<file path="config.mk">
export PLATFORM = sky130hd
export DESIGN_NAME = issue_queue_free_list
export DESIGN_NICKNAME = d
export VERILOG_FILES = /design/src/rtl/issue_queue_free_list.sv
export SDC_FILE = /design/constraint.sdc
export NUM_CORES = 1
export LEC_CHECK = 0
export CELL_PAD_IN_SITES_DETAIL_PLACEMENT = 1
export CELL_PAD_IN_SITES_GLOBAL_PLACEMENT = 1
export CORE_MARGIN = 1
export CORE_UTILIZATION = 50
export CTS_BUF_LIST = sky130_fd_sc_hd__clkbuf_8
export CTS_CLUSTER_SIZE = 10
export DETAILED_ROUTE_END_ITERATION = 10
export GPL_ROUTABILITY_DRIVEN = 0
export HOLD_SLACK_MARGIN = 0.06
export PLACE_DENSITY = 0.82
export SLEW_MARGIN = 10
export SYNTH_ARGS = -nofsm -noshare
export SYNTH_HDL_FRONTEND = slang
export SYNTH_SLANG_ARGS = --single-unit
</file>
<file path="constraint.sdc">
create_clock -name clk -period 4.21 [get_ports clk]
set_clock_uncertainty 0.15 [all_clocks]
set_input_delay 0.842 -clock clk [delete_from_list [all_inputs] [get_ports clk]]
set_output_delay 0.842 -clock clk [all_outputs]
set_load 0.02 [all_outputs]
</file>
<file path="src/rtl/issue_queue_free_list.sv">
// issue_queue_free_list
// Circular free list of issue-queue entry indices. Dispatch lanes take free
// entries from the head, and the wakeup pipeline's release lanes return
// entries at the tail. Grants are compacted over the requesting lanes, and
// releases are compacted over the asserted release lanes.
// Optional misuse checker: define RSD_ISSUE_QUEUE_FREE_LIST_CHECK_EN to build
// the isFree tracking vector and the sticky error flag. Without it, error is
// tied to 0.
module issue_queue_free_list #(
    parameter int ENTRY_NUM      = 16,
    parameter int INDEX_WIDTH    = 4,
    parameter int DISPATCH_WIDTH = 2,
    parameter int RELEASE_WIDTH  = 4
) (
    input  logic                   clk,
    input  logic                   rst,
    input  logic                   allocReq     [DISPATCH_WIDTH],
    output logic [INDEX_WIDTH-1:0] allocPtr     [DISPATCH_WIDTH],
    output logic                   allocatable,
    input  logic                   releaseEntry [RELEASE_WIDTH],
    input  logic [INDEX_WIDTH-1:0] releasePtr   [RELEASE_WIDTH],
    output logic [INDEX_WIDTH:0]   freeCount,
    output logic                   error
);

    // Wide enough to hold count + every release lane before saturation.
    localparam int SUM_WIDTH = $clog2(ENTRY_NUM + RELEASE_WIDTH + 1) + 1;

    typedef logic [INDEX_WIDTH-1:0] index_t;
    typedef logic [INDEX_WIDTH:0]   cnt_t;
    typedef logic [SUM_WIDTH-1:0]   sum_t;

    index_t mem [ENTRY_NUM];
    index_t head;
    index_t tail;
    cnt_t   count;

    sum_t   alloc_num;
    sum_t   alloc_eff;
    sum_t   release_num;
    sum_t   count_sum;
    cnt_t   count_next;
    index_t release_addr [RELEASE_WIDTH];

    assign allocatable = (count >= cnt_t'(DISPATCH_WIDTH));
    assign freeCount   = count;

    // Grant compaction: a requesting lane takes the slot after all lower
    // requesting lanes; an idle lane just previews the slot at its own offset.
    always_comb begin
        // NOTE: alloc_num is a running sum read within this same block, so it
        // needs blocking assignments and an explicit default before the loop;
        // every path then assigns it and no latch is inferred.
        alloc_num = '0;
        for (int i = 0; i < DISPATCH_WIDTH; i++) begin
            if (allocReq[i]) begin
                allocPtr[i] = mem[head + index_t'(alloc_num)];
                alloc_num   = alloc_num + sum_t'(1);
            end else begin
                allocPtr[i] = mem[head + index_t'(i)];
            end
        end
    end

    // Release compaction: the k-th asserted release lane writes at tail + k.
    always_comb begin
        release_num = '0;
        for (int j = 0; j < RELEASE_WIDTH; j++) begin
            release_addr[j] = tail + index_t'(release_num);
            if (releaseEntry[j]) begin
                release_num = release_num + sum_t'(1);
            end
        end
    end

    // Next count: requests made while not allocatable consume nothing, and
    // releases past a full list saturate at ENTRY_NUM.
    always_comb begin
        alloc_eff = allocatable ? alloc_num : '0;
        count_sum = sum_t'(count) + release_num - alloc_eff;
        if (count_sum > sum_t'(ENTRY_NUM)) begin
            count_next = cnt_t'(ENTRY_NUM);
        end else begin
            count_next = cnt_t'(count_sum);
        end
    end

    // Pointer, count and index storage; the reset image lists every entry as
    // free in index order.
    always_ff @(posedge clk or posedge rst) begin
        if (rst) begin
            head  <= '0;
            tail  <= '0;
            count <= cnt_t'(ENTRY_NUM);
            // NOTE: the storage is reset on purpose. Its reset contents are
            // the initial free list, so leaving it unreset would hand out
            // garbage indices after power-up.
            for (int i = 0; i < ENTRY_NUM; i++) begin
                mem[i] <= index_t'(i);
            end
        end else begin
            // NOTE: sequential state uses non-blocking assignments only, so
            // the reads above always see pre-edge values.
            head  <= head + index_t'(alloc_eff);
            tail  <= tail + index_t'(release_num);
            count <= count_next;
            for (int j = 0; j < RELEASE_WIDTH; j++) begin
                if (releaseEntry[j]) begin
                    mem[release_addr[j]] <= releasePtr[j];
                end
            end
        end
    end

`ifdef RSD_ISSUE_QUEUE_FREE_LIST_CHECK_EN
    logic [ENTRY_NUM-1:0] isFree;
    logic [ENTRY_NUM-1:0] isFree_next;
    logic                 violation;
    logic                 error_q;

    // Track per-entry ownership and flag any protocol misuse this cycle.
    always_comb begin
        isFree_next = isFree;
        violation   = (count_sum > sum_t'(ENTRY_NUM));
        for (int i = 0; i < DISPATCH_WIDTH; i++) begin
            if (allocReq[i]) begin
                if (allocatable) begin
                    isFree_next[allocPtr[i]] = 1'b0;
                end else begin
                    violation = 1'b1;
                end
            end
        end
        for (int j = 0; j < RELEASE_WIDTH; j++) begin
            if (releaseEntry[j]) begin
                if (isFree[releasePtr[j]]) begin
                    violation = 1'b1;
                end
                for (int k = j + 1; k < RELEASE_WIDTH; k++) begin
                    if (releaseEntry[k] && (releasePtr[k] == releasePtr[j])) begin
                        violation = 1'b1;
                    end
                end
                isFree_next[releasePtr[j]] = 1'b1;
            end
        end
    end

    // Sticky error flag and ownership vector; only rst clears the flag.
    always_ff @(posedge clk or posedge rst) begin
        if (rst) begin
            isFree  <= '1;
            error_q <= 1'b0;
        end else begin
            isFree  <= isFree_next;
            error_q <= error_q | violation;
        end
    end

    assign error = error_q;

`ifndef SYNTHESIS
    // Report each offending cycle in simulation.
    always_ff @(posedge clk) begin
        if (!rst && violation) begin
            $error("issue_queue_free_list: free-list protocol violation");
        end
    end
`endif
`else
    assign error = 1'b0;
`endif

endmodule
</file>
==> out/results.ini, run 1 <==
[finish]
seqCellArea_mm2=0.00197
nets=977
final.fill_count=1771
finalInstanceArea_mm2=0.00980
multi_input_area_mm2=0.00611
diodes=0
layout-drive-gt1-share_pct=34.9
fin_cells=1141
area_growth_pct=17.4
final_util_pct=60.8

[outcome]
status=complete, no violations

[place]
place_inst=1121
post_dp_cell_area_mm2=0.00945
dp_slack_ps=-694
port_buffers=37
hpwlAfterDp_mm=24.6

[floorplan]
fp.dieArea_mm2=0.0172
start_util_pct=51.8
rows=46
coreArea_mm2=0.0161
die_x_um=131
die_y_um=131
ios=39

[yosys]
yosysTopAreaCell=dfrtp_1
syn_nets=899
ys_ff_latch=77
synth_edf_count=0
synth_ff_type=dfrtp_1
synth_cell_types=62
syn_inst=842
synthDominantCellAreaShare_pct=13.2
synthArstFlopShare_pct=100
ys_seq_area_share_pct=23.6
synthTopCellsByArea=dfrtp_1 (13%), mux4_2 (11%), mux2i_1 (11%)
yosysWarnings=0
syn_area_per_cell_um2=9.91
syn_area_mm2=0.00835

[global_route]
grt_max_degree=43
grt_pass1_wl_mm=50.9
antenna_found_initial=1
grt_pass1_vias=8470
grt_use_total_pct=39.1
grt_overflow=0

[drt]
ant_nets=0
wl_met1_mm=12.6
routed-via-count=8125
drc=0
met2_length_mm=15.6
drt-wirelength-per-cell_um=29.1
wl_met3_mm=3.26
first_iter_violations=860
top_layer=met5
drtPass1Iterations=5
viasPerCell=7.12
routed_wl_mm=33.2

[sta]
period_needed_ps=4090
max_freq_ghz=0.245
max_slew_margin_pct=32.9
rsz0062_at_grt=false
final_hold_viol_count=0
tns_ps=0
hold_slack_ps=575
setup_viol=0
fin_crit_sh_pct=97.1
final.setup.worst_slack_ps=124
worstMarginPinSlew_ps=1000
final-max-slew-violation-count=0

[clock_network]
cts_tree=built
cts_buffers=9
cts_sinks=77
root_buffer=clkbuf_8
path_clk_slew_ps=90
hold_buffers=0
clock_tree.buffer_depth=2
h-tree-depth=3
clk_latency_ps=390

[worst_setup_path]
critPathLaunchType=input port
critPathSlowestCell=mux4_2
crit_type=in -> out
crit_required_ps=3220
worstSetupEndpointType=output pin
worstPathMaxFanout=16
cpPeakStageDelay_ps=570
rrSetupSlack_ps=850
crit_path_cell_trace=clkdlybuf4s50_1 > ha_1 > buf_12 > mux4_2 > mux2i_1 > o221ai_1 > dlygate4sd2_1
worstPathArrival_ps=3090

[flow_run]
maxCapViolCount=0

[power_and_ir_drop]
p_comb_share_pct=71.5
peakVddDrop_v=0.000701
p_sw_mw=4.29
power_density_mw_per_mm2=895
p_int_mw=4.48
switching_share_pct=48.9
finalPower_mw=8.77
leakagePower_nw=4.19
p_seq_share_pct=21.4
clkPwrFrac_pct=7.1

[min_path]
hold_path.class=in -> async

[power by group through the flow]
stage	sequential [mW]	combinational, mW	clock [mW]
finish	1.87	6.28	0.622
CTS	1.81	6.09	0.615
floorplan	1.49	4.29	0
global route	1.88	6.66	0.653
global placement	1.73	5.70	0
detailed placement	1.82	6.06	0
[cell usage in the layout, fill, tap and decap left out, drive strengths merged, types with 30 or more instances in the layout]
cell type / n
nand2: 79
a21oi: 43
clkdlybuf4s50: 30
mux4: 40
buf: 86
nor3: 63
dfrtp: 44
mux2: 78
dfstp: 33
inv: 38
o221ai: 68
mux2i: 101
[sequential cells by signal, summed over array words and instances, names as in the netlist]
signal	count
tail	4
mem	64
head	4
freeCount	5
[cell type report]
class	count	share of cell area, %
multi-input cells	673	62.3
clock inverters	6	0.702
inverters	36	1.38
clock buffers	10	1.40
repair buffers	123	11.4
flip-flops and latches	77	20.1
well taps	216	2.76
[layer usage]
metal | global-route usage [%] | vias up
met4 | 19.9 | 4
met1 | 49.5 | 4048
met3 | 8.49 | 141
met2 | 63.0 | 519
li1 | - | 3413
met5 | 0 | -
[synthesized netlist by cell type, drive strengths merged, types with 33 or more instances]
master  count
mux2i     101
nand2      79
mux2       78
o221ai     68
nor3       63
dfrtp      44
a21oi      43
mux4       40
inv        36
clkbuf     33
dfstp      33
[worst max-delay path: cells and delay by family]
kind	cells	cell delay, ps
buffers and inverters	3	980
multiplexers	2	780
adder cells (fa/ha/maj)	1	340
AO/OA/AOI/OAI	1	140
[path summary, 6_finish.rpt]
| check | to | cells after the start | startpoint |
|---|---|---|---|
| setup / recovery | allocPtr[2] | 7 | allocReq[1] |
| hold / removal | freeCount[3] | 2 | rst |
| setup reg to reg | freeCount[4] | 11 | freeCount[4] |
| hold reg to reg | freeCount[0] | 2 | freeCount[0] |
| max in group asynchronous | mem[27] | 3 | rst |
| min in group clk | freeCount[0] | 2 | freeCount[0] |
[cell families (layout without fill, tap and decap cells)]
kind of cell	after synthesis	count (layout)	synth area share (%)
AO/OA/AOI/OAI	165	165	14.9
XOR/XNOR	15	15	1.75
adder cells (fa/ha/maj)	33	33	5.49
buffers and inverters	92	175	4.66
flip-flops	77	77	23.6
multiplexers	219	219	34.8
other	2	2	0.0900
AND/OR/NAND/NOR	239	239	14.7
[timing repair]
item                       4_1_cts  5_1_grt
gates resized for setup         12       20
pin swaps                        4        5
buffers inserted                 3        1
setup endpoints to repair        9       11
Note: power is estimated with default switching activity, not from simulation.
==> run 2, diff against run 1 <==
--- a/config.mk
+++ b/config.mk
@@ -7,6 +7,7 @@
 export LEC_CHECK = 0
 export CELL_PAD_IN_SITES_DETAIL_PLACEMENT = 1
 export CELL_PAD_IN_SITES_GLOBAL_PLACEMENT = 1
+export CORE_ASPECT_RATIO = 1.4
 export CORE_MARGIN = 1
 export CORE_UTILIZATION = 50
 export CTS_BUF_LIST = sky130_fd_sc_hd__clkbuf_8
==> run 2 against run 1 <==
Net effect: the run now ends with design-rule violations left; core utilization shrank 0.74 points; critical endpoint is now freeCount[4]; setup slack lost 44 ps; sequential power shrank 2%; first-iteration DRC count shrank 1.6%; critical path type is now in -> reg; sequential share of layout area grew 0.090 points; wire length grew 0.22%.
==> out/results.ini, run 2 (synthesis gave the netlist of run 1 again) <==
[power_and_ir_drop]
leakagePower_nw=4.18  ; -0.35%
peakVddDrop_v=0.000383  ; -45%
power_density_mw_per_mm2=892  ; -0.39%
finalPower_mw=8.70  ; -0.84%

[clock_network]
hold_buffers=0  ; unchanged
clock_tree.buffer_depth=2  ; unchanged
cts_buffers=9  ; unchanged
clk_latency_ps=380  ; about the same
cts_tree=built
h-tree-depth=3  ; unchanged
root_buffer=clkbuf_8
path_clk_slew_ps=90  ; about the same
cts_sinks=77  ; unchanged

[floorplan]
ios=39  ; unchanged
start_util_pct=51.4  ; -0.40 points
die_y_um=155  ; +18%
coreArea_mm2=0.0162  ; +0.78%
fp.dieArea_mm2=0.0172  ; about the same
die_x_um=111  ; -15%
rows=55  ; +20%

[outcome]
violations=design-rule violations
status=finished, violations left

[worst_setup_path]
cpPeakStageDelay_ps=470  ; -100 ps
crit_path_cell_trace=dlygate4sd2_1 > buf_6 > ha_2 > inv_1 > mux2i_2 > ha_1 > mux2_4 > inv_2 > fa_2 > fa_2 > nor2b_4 > o21ai_2 > mux2_4 > a32oi_4 > and2_4
worst_r2r_path_depth=11  ; unchanged
worstPathMaxFanout=5  ; -11
worstPathArrival_ps=4320  ; +1230 ps
critPathSlowestCell=fa_2
worstSetupEndpointType=register
crit_required_ps=4400  ; +1180 ps
critPathLaunchType=input port
crit_type=in -> reg

[sta]
final.setup.worst_slack_ps=79.8  ; -43.8 ps
max_freq_ghz=0.242  ; -1.1%
final_hold_viol_count=0  ; unchanged
setup_viol=0  ; unchanged
fin_crit_sh_pct=98.1  ; +1.0 points
period_needed_ps=4130  ; +43.8 ps
max_slew_margin_pct=29.4  ; -3.5 points
worstMarginPinSlew_ps=1060  ; +54.9 ps
rsz0062_at_grt=true
final-max-slew-violation-count=0  ; unchanged

[global_route]
grt_max_degree=45  ; +4.7%
grt_pass1_wl_mm=50.8  ; -0.19%
grt_overflow=0  ; unchanged
antenna_found_initial=0  ; -1
grt_pass1_vias=8588  ; +1.4%
grt_use_total_pct=39.5  ; +0.38 points

[drt]
routed-via-count=7990  ; -1.7%
drtPass1Iterations=8  ; +3
drt-wirelength-per-cell_um=29.6  ; +1.8%
ant_nets=0  ; unchanged
viasPerCell=7.11  ; about the same
first_iter_violations=846  ; -1.6%
drc=10  ; +10
routed_wl_mm=33.3  ; +0.22%

[place]
hpwlAfterDp_mm=25.2  ; +2.3%
port_buffers=37  ; unchanged
place_inst=1103  ; -1.6%
dp_slack_ps=-815  ; -121 ps

[finish]
area_growth_pct=16.9
final_cell_mix=mux2i_1 (87), nand2_1 (77), mux2_2 (76), buf_4 (75), o221ai_1 (68)
nets=976  ; -0.10%
final_common_cell=mux2i_1
layout-drive-gt1-share_pct=34.7  ; -0.18 points
fin_cells=1123  ; -1.6%
largest_reg_flops=64  ; unchanged
diodes=0  ; unchanged
top_register=mem

[flow_run]
maxCapViolCount=0  ; unchanged

[min_path]
hold_path.class=reg -> reg
whs_path_depth=1

## run 2: cell count changes in the layout (fill, tap and decap cells not counted), sizes merged
cell | previous run | this run
clkinv | 2 | 4
buf | 86 | 85
dlygate4sd2 | 4 | 5
inv | 38 | 37
clkbuf | 10 | 9
dlymetal6s2s | 3 | 2
## run 2: layout make-up
| cell class | count | area [um2] |
|---|---|---|
| Multi-Input combinational cell | 673 | 6100 |
| Fill cell | 1789 | 6480 |
| Clock buffer | 9 | 124 |
| Clock inverter | 7 | 68.8 |
| Timing Repair Buffer | 122 | 1110 |
| Inverter | 36 | 135 |
| Sequential cell | 77 | 1970 |
| Tap cell | 199 | 249 |
## run 2: through the flow
stage | hold slack, ps | TNS, ps | util (%) | cell area [um2]
after floorplan | 380 | 0 | - | 8360
after CTS | 587 | -1.72 | 59.7 | 9700
after detailed placement | 578 | -13880 | 58.1 | 9440
final | 596 | 0 | 60.1 | 9760
after global routing | 625 | -90.6 | 60.1 | 9760
after global placement | 509 | -4250 | 58.1 | 9440
## run 2: path summary, 6_finish.rpt
| check | startpoint | to | slack (ps) |
|---|---|---|---|
| setup / recovery | releaseEntry[2] | freeCount[4] | 80 |
| max in group asynchronous | rst | mem[23] | 2220 |
| hold reg to reg | tail[0] | tail[0] | 600 |
| setup reg to reg | freeCount[4] | freeCount[4] | 850 |
| hold / removal | tail[0] | tail[0] | 600 |
| min in group asynchronous | rst | mem[59] | 900 |
## run 2: critical path, delay by kind of cell
family                     cells  cell delay, ps
adders and majority gates      4            1360
and+or+nand+nor                2             350
AOI/OAI and AO/OA              2             440
muxes                          3             820
buffers and inverters          4             520
## run 2: routing by layer
| layer | GRT usage [%] | wire length, um | vias to the layer above |
|---|---|---|---|
| met2 | 66.8 | 16300 | 438 |
| met1 | 44.3 | 11900 | 3986 |
| met3 | 7.09 | 2280 | 166 |
| met5 | 0 | 0 | - |
| li1 | - | - | 3400 |
| met4 | 31.0 | 2820 | 0 |
## run 2: what timing repair did
action                                  CTS  global route
cloned                                    0             0
pin swaps                                 6             6
endpoints found under the setup margin    9             7
gates resized for setup                  22             9
setup buffers                             1             3
## run 2: where the power goes
group	switching, mW	internal [mW]	total, mW
Clock	0.311	0.272	0.583
Sequential	0.597	1.23	1.83
Combinational	3.34	2.94	6.28
Total	4.25	4.45	8.70
==> run 3, diff against run 2 <==
--- a/config.mk
+++ b/config.mk
@@ -11,6 +11,7 @@
 export CORE_MARGIN = 1
 export CORE_UTILIZATION = 50
 export CTS_BUF_LIST = sky130_fd_sc_hd__clkbuf_8
+export CTS_CLUSTER_DIAMETER = 200
 export CTS_CLUSTER_SIZE = 10
 export DETAILED_ROUTE_END_ITERATION = 10
 export GPL_ROUTABILITY_DRIVEN = 0
==> results of run 3 <==
Final layout, timing and power as in run 2 (identical DEF).
